<file path="src/rtl/mac_accumulator.sv">
// Streaming signed fixed-point multiply-accumulate: KLEN products per window, summed at full
// precision, rescaled by Q, saturated to N bits and presented on a valid/ready output.
module mac_accumulator #(
    parameter int unsigned N     = 16,
    parameter int unsigned Q     = 12,
    parameter int unsigned KLEN  = 9,
    parameter int unsigned ACC_W = 2*N+4
) (
    input  logic         clk,
    input  logic         rst,
    input  logic         in_valid,
    output logic         in_ready,
    input  logic [N-1:0] din,
    input  logic [N-1:0] weight,
    output logic         out_valid,
    input  logic         out_ready,
    output logic [N-1:0] dout,
    output logic         sat
);

    localparam int unsigned PW    = 2*N;
    localparam int unsigned CNT_W = (KLEN > 1) ? $clog2(KLEN) : 1;

    // Saturation bounds of the N-bit output, expressed at accumulator width.
    localparam logic signed [ACC_W-1:0] MAX_V = {{(ACC_W-N+1){1'b0}}, {(N-1){1'b1}}};
    localparam logic signed [ACC_W-1:0] MIN_V = ~MAX_V;

    logic                    en;
    logic                    p_valid_q, p_valid_d;
    logic signed [PW-1:0]    p_q, p_d;
    logic                    p_last_q, p_last_d;
    logic [CNT_W-1:0]        tap_cnt_q, tap_cnt_d;
    logic signed [ACC_W-1:0] acc_q, acc_d;
    logic                    out_valid_q, out_valid_d;
    logic [N-1:0]            dout_q, dout_d;
    logic                    sat_q, sat_d;

    logic signed [PW-1:0]    din_x, wt_x;
    logic signed [ACC_W-1:0] sum, r;
    logic                    last_tap;

    assign en        = !out_valid_q || out_ready;
    assign in_ready  = en;
    assign out_valid = out_valid_q;
    assign dout      = dout_q;
    assign sat       = sat_q;

    always_comb begin
        p_valid_d   = p_valid_q;
        p_d         = p_q;
        p_last_d    = p_last_q;
        tap_cnt_d   = tap_cnt_q;
        acc_d       = acc_q;
        out_valid_d = out_valid_q;
        dout_d      = dout_q;
        sat_d       = sat_q;

        din_x    = PW'($signed(din));
        wt_x     = PW'($signed(weight));
        last_tap = (tap_cnt_q == CNT_W'(KLEN-1));
        sum      = acc_q + ACC_W'(p_q);
        r        = sum >>> Q;

        if (en) begin
            // Stage 1: capture the product of the accepted pair.
            p_valid_d = in_valid;
            if (in_valid) begin
                p_d       = din_x * wt_x;
                p_last_d  = last_tap;
                tap_cnt_d = last_tap ? '0 : tap_cnt_q + CNT_W'(1);
            end

            // Stage 2: en implies any pending result is consumed this cycle.
            out_valid_d = 1'b0;
            if (p_valid_q) begin
                if (!p_last_q) begin
                    acc_d = sum;
                end else begin
                    acc_d       = '0;
                    out_valid_d = 1'b1;
                    if (r > MAX_V) begin
                        dout_d = MAX_V[N-1:0];
                        sat_d  = 1'b1;
                    end else if (r < MIN_V) begin
                        dout_d = MIN_V[N-1:0];
                        sat_d  = 1'b1;
                    end else begin
                        dout_d = r[N-1:0];
                        sat_d  = 1'b0;
                    end
                end
            end
        end
    end

    always_ff @(posedge clk) begin
        if (rst) begin
            p_valid_q   <= 1'b0;
            p_q         <= '0;
            p_last_q    <= 1'b0;
            tap_cnt_q   <= '0;
            acc_q       <= '0;
            out_valid_q <= 1'b0;
            dout_q      <= '0;
            sat_q       <= 1'b0;
        end else begin
            p_valid_q   <= p_valid_d;
            p_q         <= p_d;
            p_last_q    <= p_last_d;
            tap_cnt_q   <= tap_cnt_d;
            acc_q       <= acc_d;
            out_valid_q <= out_valid_d;
            dout_q      <= dout_d;
            sat_q       <= sat_d;
        end
    end

endmodule

</file>
<file path="config.mk">
export PLATFORM = sky130hd
export DESIGN_NAME = mac_accumulator
export DESIGN_NICKNAME = d
export VERILOG_FILES = /design/src/rtl/mac_accumulator.sv
export SDC_FILE = /design/constraint.sdc
export NUM_CORES = 1
export LEC_CHECK = 0
export ABC_AREA = 1
export CAP_MARGIN = 10
export CORE_ASPECT_RATIO = 0.7
export CORE_MARGIN = 5
export CORE_UTILIZATION = 50
export CTS_CLUSTER_SIZE = 14
export DETAILED_ROUTE_END_ITERATION = 6
export GPL_TIMING_DRIVEN = 0
export PLACE_DENSITY = 0.8
export SLEW_MARGIN = 20
export SYNTH_ARGS = -nofsm -noshare
export SYNTH_HDL_FRONTEND = slang
export SYNTH_SLANG_ARGS = --single-unit
</file>
<file path="constraint.sdc">
create_clock -name clk -period 7.47 [get_ports clk]
set_clock_uncertainty 0.2 [all_clocks]
set_input_delay 1.494 -clock clk [delete_from_list [all_inputs] [get_ports clk]]
set_output_delay 1.494 -clock clk [all_outputs]
set_load 0.005 [all_outputs]
</file>
==> impl_metrics.csv <==
group,metric,value,unit
drt,drt-initial-drc-count,1377,
worst_setup_path,r2r-start,"p_q[0]$_SDFFE_PP0P_",
clocking,cts_sinks,92,
min_path,hold_class,"flop to flop",
flow_run,maxCapViolCount,0,
drt,drc,0,
clocking,insertion_delay,0.36,ns
placement,io_buffers,28,
worst_setup_path,r2r_cells,21,
finish,layout.nets,2767,
worst_setup_path,crit_arrival,7.33,ns
logic_synthesis,yosysTopAreaCellShare,0.320,
clocking,cts_buffer_depth,2,
timing,drv_slew,0,
worst_setup_path,max_stage_delay,0.64,ns
logic_synthesis,syn-num-nets,2723,
worst_setup_path,critPathTopFamily,"adder cells",
timing,fmax,137,MHz
placement,place_congestion,0.990,
grt,antenna_found_initial,1,
placement,place_hpwl,38.6,mm
finish,drive_gt1_frac,0.0735,
timing,period_share,0.974,
worst_setup_path,crit_path_end_kind,"flop",
worst_setup_path,required,7.52,ns
drt,antenna_left,0,
clocking,cts_max_level,3,
grt,grt_max_degree,16,
worst_setup_path,r2r_setup_slack,4.13,ns
clocking,ctsHoldBuffers,0,
grt,grt_pass1_vias,14462,
grt,overflow,0,
drt,via_count,14422,
clocking,clk_transition_reported_paths,0.07,ns
clocking,numCtsBuffers,9,
logic_synthesis,avgSynthCellArea,7.14,µm²
floorplanning,initial_core_util,0.508,
grt,track_usage,0.254,
worst_setup_path,crit_chain,"clkbuf_2 > buf_4 > nand2_1 > inv_1 > fa_2 > fa_2 > buf_4 > fa_1 > fa_1 > fa_1 > inv_1 > fa_1 > inv_1 > ha_1 > nand2_1 > nor4_4 > nand3_1 > nand3_2 > a21oi_1 > xor2_1 > o21ai_0 > inv_1",
drt,vias_per_cell,5.18,
worst_setup_path,worst-setup-path-type,"input pin to flop",
timing,setup_viol,0,
logic_synthesis,syn_inst,2305,
min_path,hold_end,"acc_q[33]$_SDFFE_PP0P_",
logic_synthesis,ys_types,42,
floorplanning,dieArea,36700,µm²
clocking,cts_tree,"yes",
finish,fillerInstances,3015,
floorplanning,dieHeight,162,µm
placement,place_inst,2760,
logic_synthesis,syn_area,16500,µm²
logic_synthesis,ys_dominant_reg_cell,"dfxtp_1",
grt,grt_pass1_wl,74.2,mm
logic_synthesis,yosysWarnings,0,
floorplanning,io_pins,55,
min_path,hold_start,"acc_q[33]$_SDFFE_PP0P_",
finish,stdcell_area,17900,µm²
timing,tns,0,ns
floorplanning,fp-row-count,55,
timing,relSlewSlack,0.511,
drt,wirelength,45.2,mm
floorplanning,fp.coreArea,32400,µm²
worst_setup_path,timing.rr.end,"dout[14]$_SDFFE_PP0P_",
logic_synthesis,yosys.area.top_type,"fa_1",
min_path,hold_path_depth,2,
timing,worst_slew_pin_slew,0.734,ns
finish,area_delta_synth_final,8.52,%
drt,wl_per_cell,16.3,µm
floorplanning,die_w,227,µm
worst_setup_path,worstSetupStartpointType,"input pin",
worst_setup_path,crit_buf_inv,7,
logic_synthesis,ys_async_sr_fraction,0,
worst_setup_path,crit_slowest_cell,"fa_2",
worst_setup_path,path_max_fanout,10,
finish,fin_cells,2782,
drt,drtPass1Iterations,5,
timing,final-hold-violation-count,0,
logic_synthesis,synth_area_leaders,"fa_1 (32%), inv_1 (14%), nand2_1 (13%)",
finish,final_util,0.551,
run_status,status,"finished clean",
placement,placed_area,17300,µm²
logic_synthesis,synth_seq_cells,92,
logic_synthesis,synth_edf_count,0,
timing,fin_crit,7.28,ns
clocking,clock-root-buffer,"clkbuf_16",
logic_synthesis,yosysSeqAreaShare,0.112,
routing by layer:
metal  vias up  wire, µm  part of all wire  track usage
met5         -         0                 0            0
met3        73      5440              0.12       0.0715
met2       654     19100              0.42        0.378
met1      6890     19800              0.44        0.372
li1       6805         -                 -            -
met4         0       887             0.020       0.0495
worst max-delay path by stage:
stage                     from                    to  slack, ns  cells after the start
detailed placement     din[15]  p_q[31]$_SDFFE_PP0P_      -1.33                     21
CTS                  weight[3]  p_q[25]$_SDFFE_PP0P_      0.001                     26
global placement       din[15]  p_q[31]$_SDFFE_PP0P_      -1.23                     21
global route        weight[15]  p_q[26]$_SDFFE_PP0P_      -0.01                     21
finish                 din[15]  p_q[31]$_SDFFE_PP0P_       0.19                     22
floorplan            weight[6]  p_q[30]$_SDFFE_PP0P_       0.05                     22
sequential cells by signal (all words and copies together), names as in the netlist:
register	flops
p_last_q	1
sat	1
p_q	32
p_valid_q	1
out_valid	1
tap_cnt_q	4
dout	16
acc_q	36
worst min-delay path, delay by kind of cell, from the launching register on:
kind             cells  cell delay, ns
flip-flops           1            0.31
AND/OR/NAND/NOR      1            0.06
AO/OA/AOI/OAI        1            0.06
synthesized netlist by cell type (16+ instances only):
master and instances:
inv_1 616, nand2_1 577, fa_1 263, nor2_1 140, ha_1 119, a21oi_1 109, dfxtp_1 92, clkbuf_1 80
o21ai_0 72, nand3_1 49, xor2_1 33, nand2_2 25, xnor2_1 16
cell usage in the layout, fill, tap and decap left out, types with 3 or more instances in the layout:
master / instances
clkdlybuf4s50_1: 22
o21a_1: 3
nor2_2: 14
xor2_1: 33
nand2_1: 575
nor3_1: 9
fa_1: 261
dfxtp_1: 92
o21bai_1: 9
ha_1: 118
a31oi_1: 7
inv_2: 3
a21oi_2: 12
nand3_1: 48
buf_4: 15
inv_1: 615
a21o_1: 6
nor2_1: 138
or2_2: 13
nor4_1: 3
clkbuf_1: 26
clkbuf_16: 9
o21ai_0: 70
nand4_1: 8
clkbuf_4: 10
nand2_2: 27
nor3_2: 4
buf_6: 9
a21oi_1: 105
xnor2_1: 16
nand3_2: 3
o211ai_1: 4
clkbuf_8: 4
clkbuf_2: 31
logic make-up after synthesis:
kind of cell             count (synthesis)  synth area share
AO/OA/AOI/OAI                          226            0.0766
XOR/XNOR                                49            0.0261
adder cells (fa/ha/maj)                382             0.411
buffers and inverters                  704             0.162
flip-flops                              92             0.112
AND/OR/NAND/NOR                        852             0.213
cell type report:
type	instances	area (µm²)	share of cell area
diodes	1	2.50	0.000140
plain buffers	84	494	0.0277
clock buffers	13	280	0.0157
clock inverters	3	50.0	0.00280
inverters	620	2330	0.131
multi-input cells	1509	12000	0.673
flip-flops and latches	92	1840	0.103
well taps	427	534	0.0299
repair buffers	33	300	0.0168
through the flow:
step	worst slack, ns	hold slack (ns)
6_report	0.193	0.271
4_1_cts	0.00108	0.270
2_1_floorplan	0.0513	0.249
3_3_place_gp	-1.23	0.256
3_5_place_dp	-1.33	0.259
5_1_grt	-0.0114	0.284
what timing repair did:
action,CTS,global route
endpoints found under the setup margin,18,16
buffers inserted,1,4
gates resized for setup,71,102
pin swaps,1,3
Power is not shown: default switching activity piles up to over one toggle a cycle in this logic, so the estimate is an artifact.
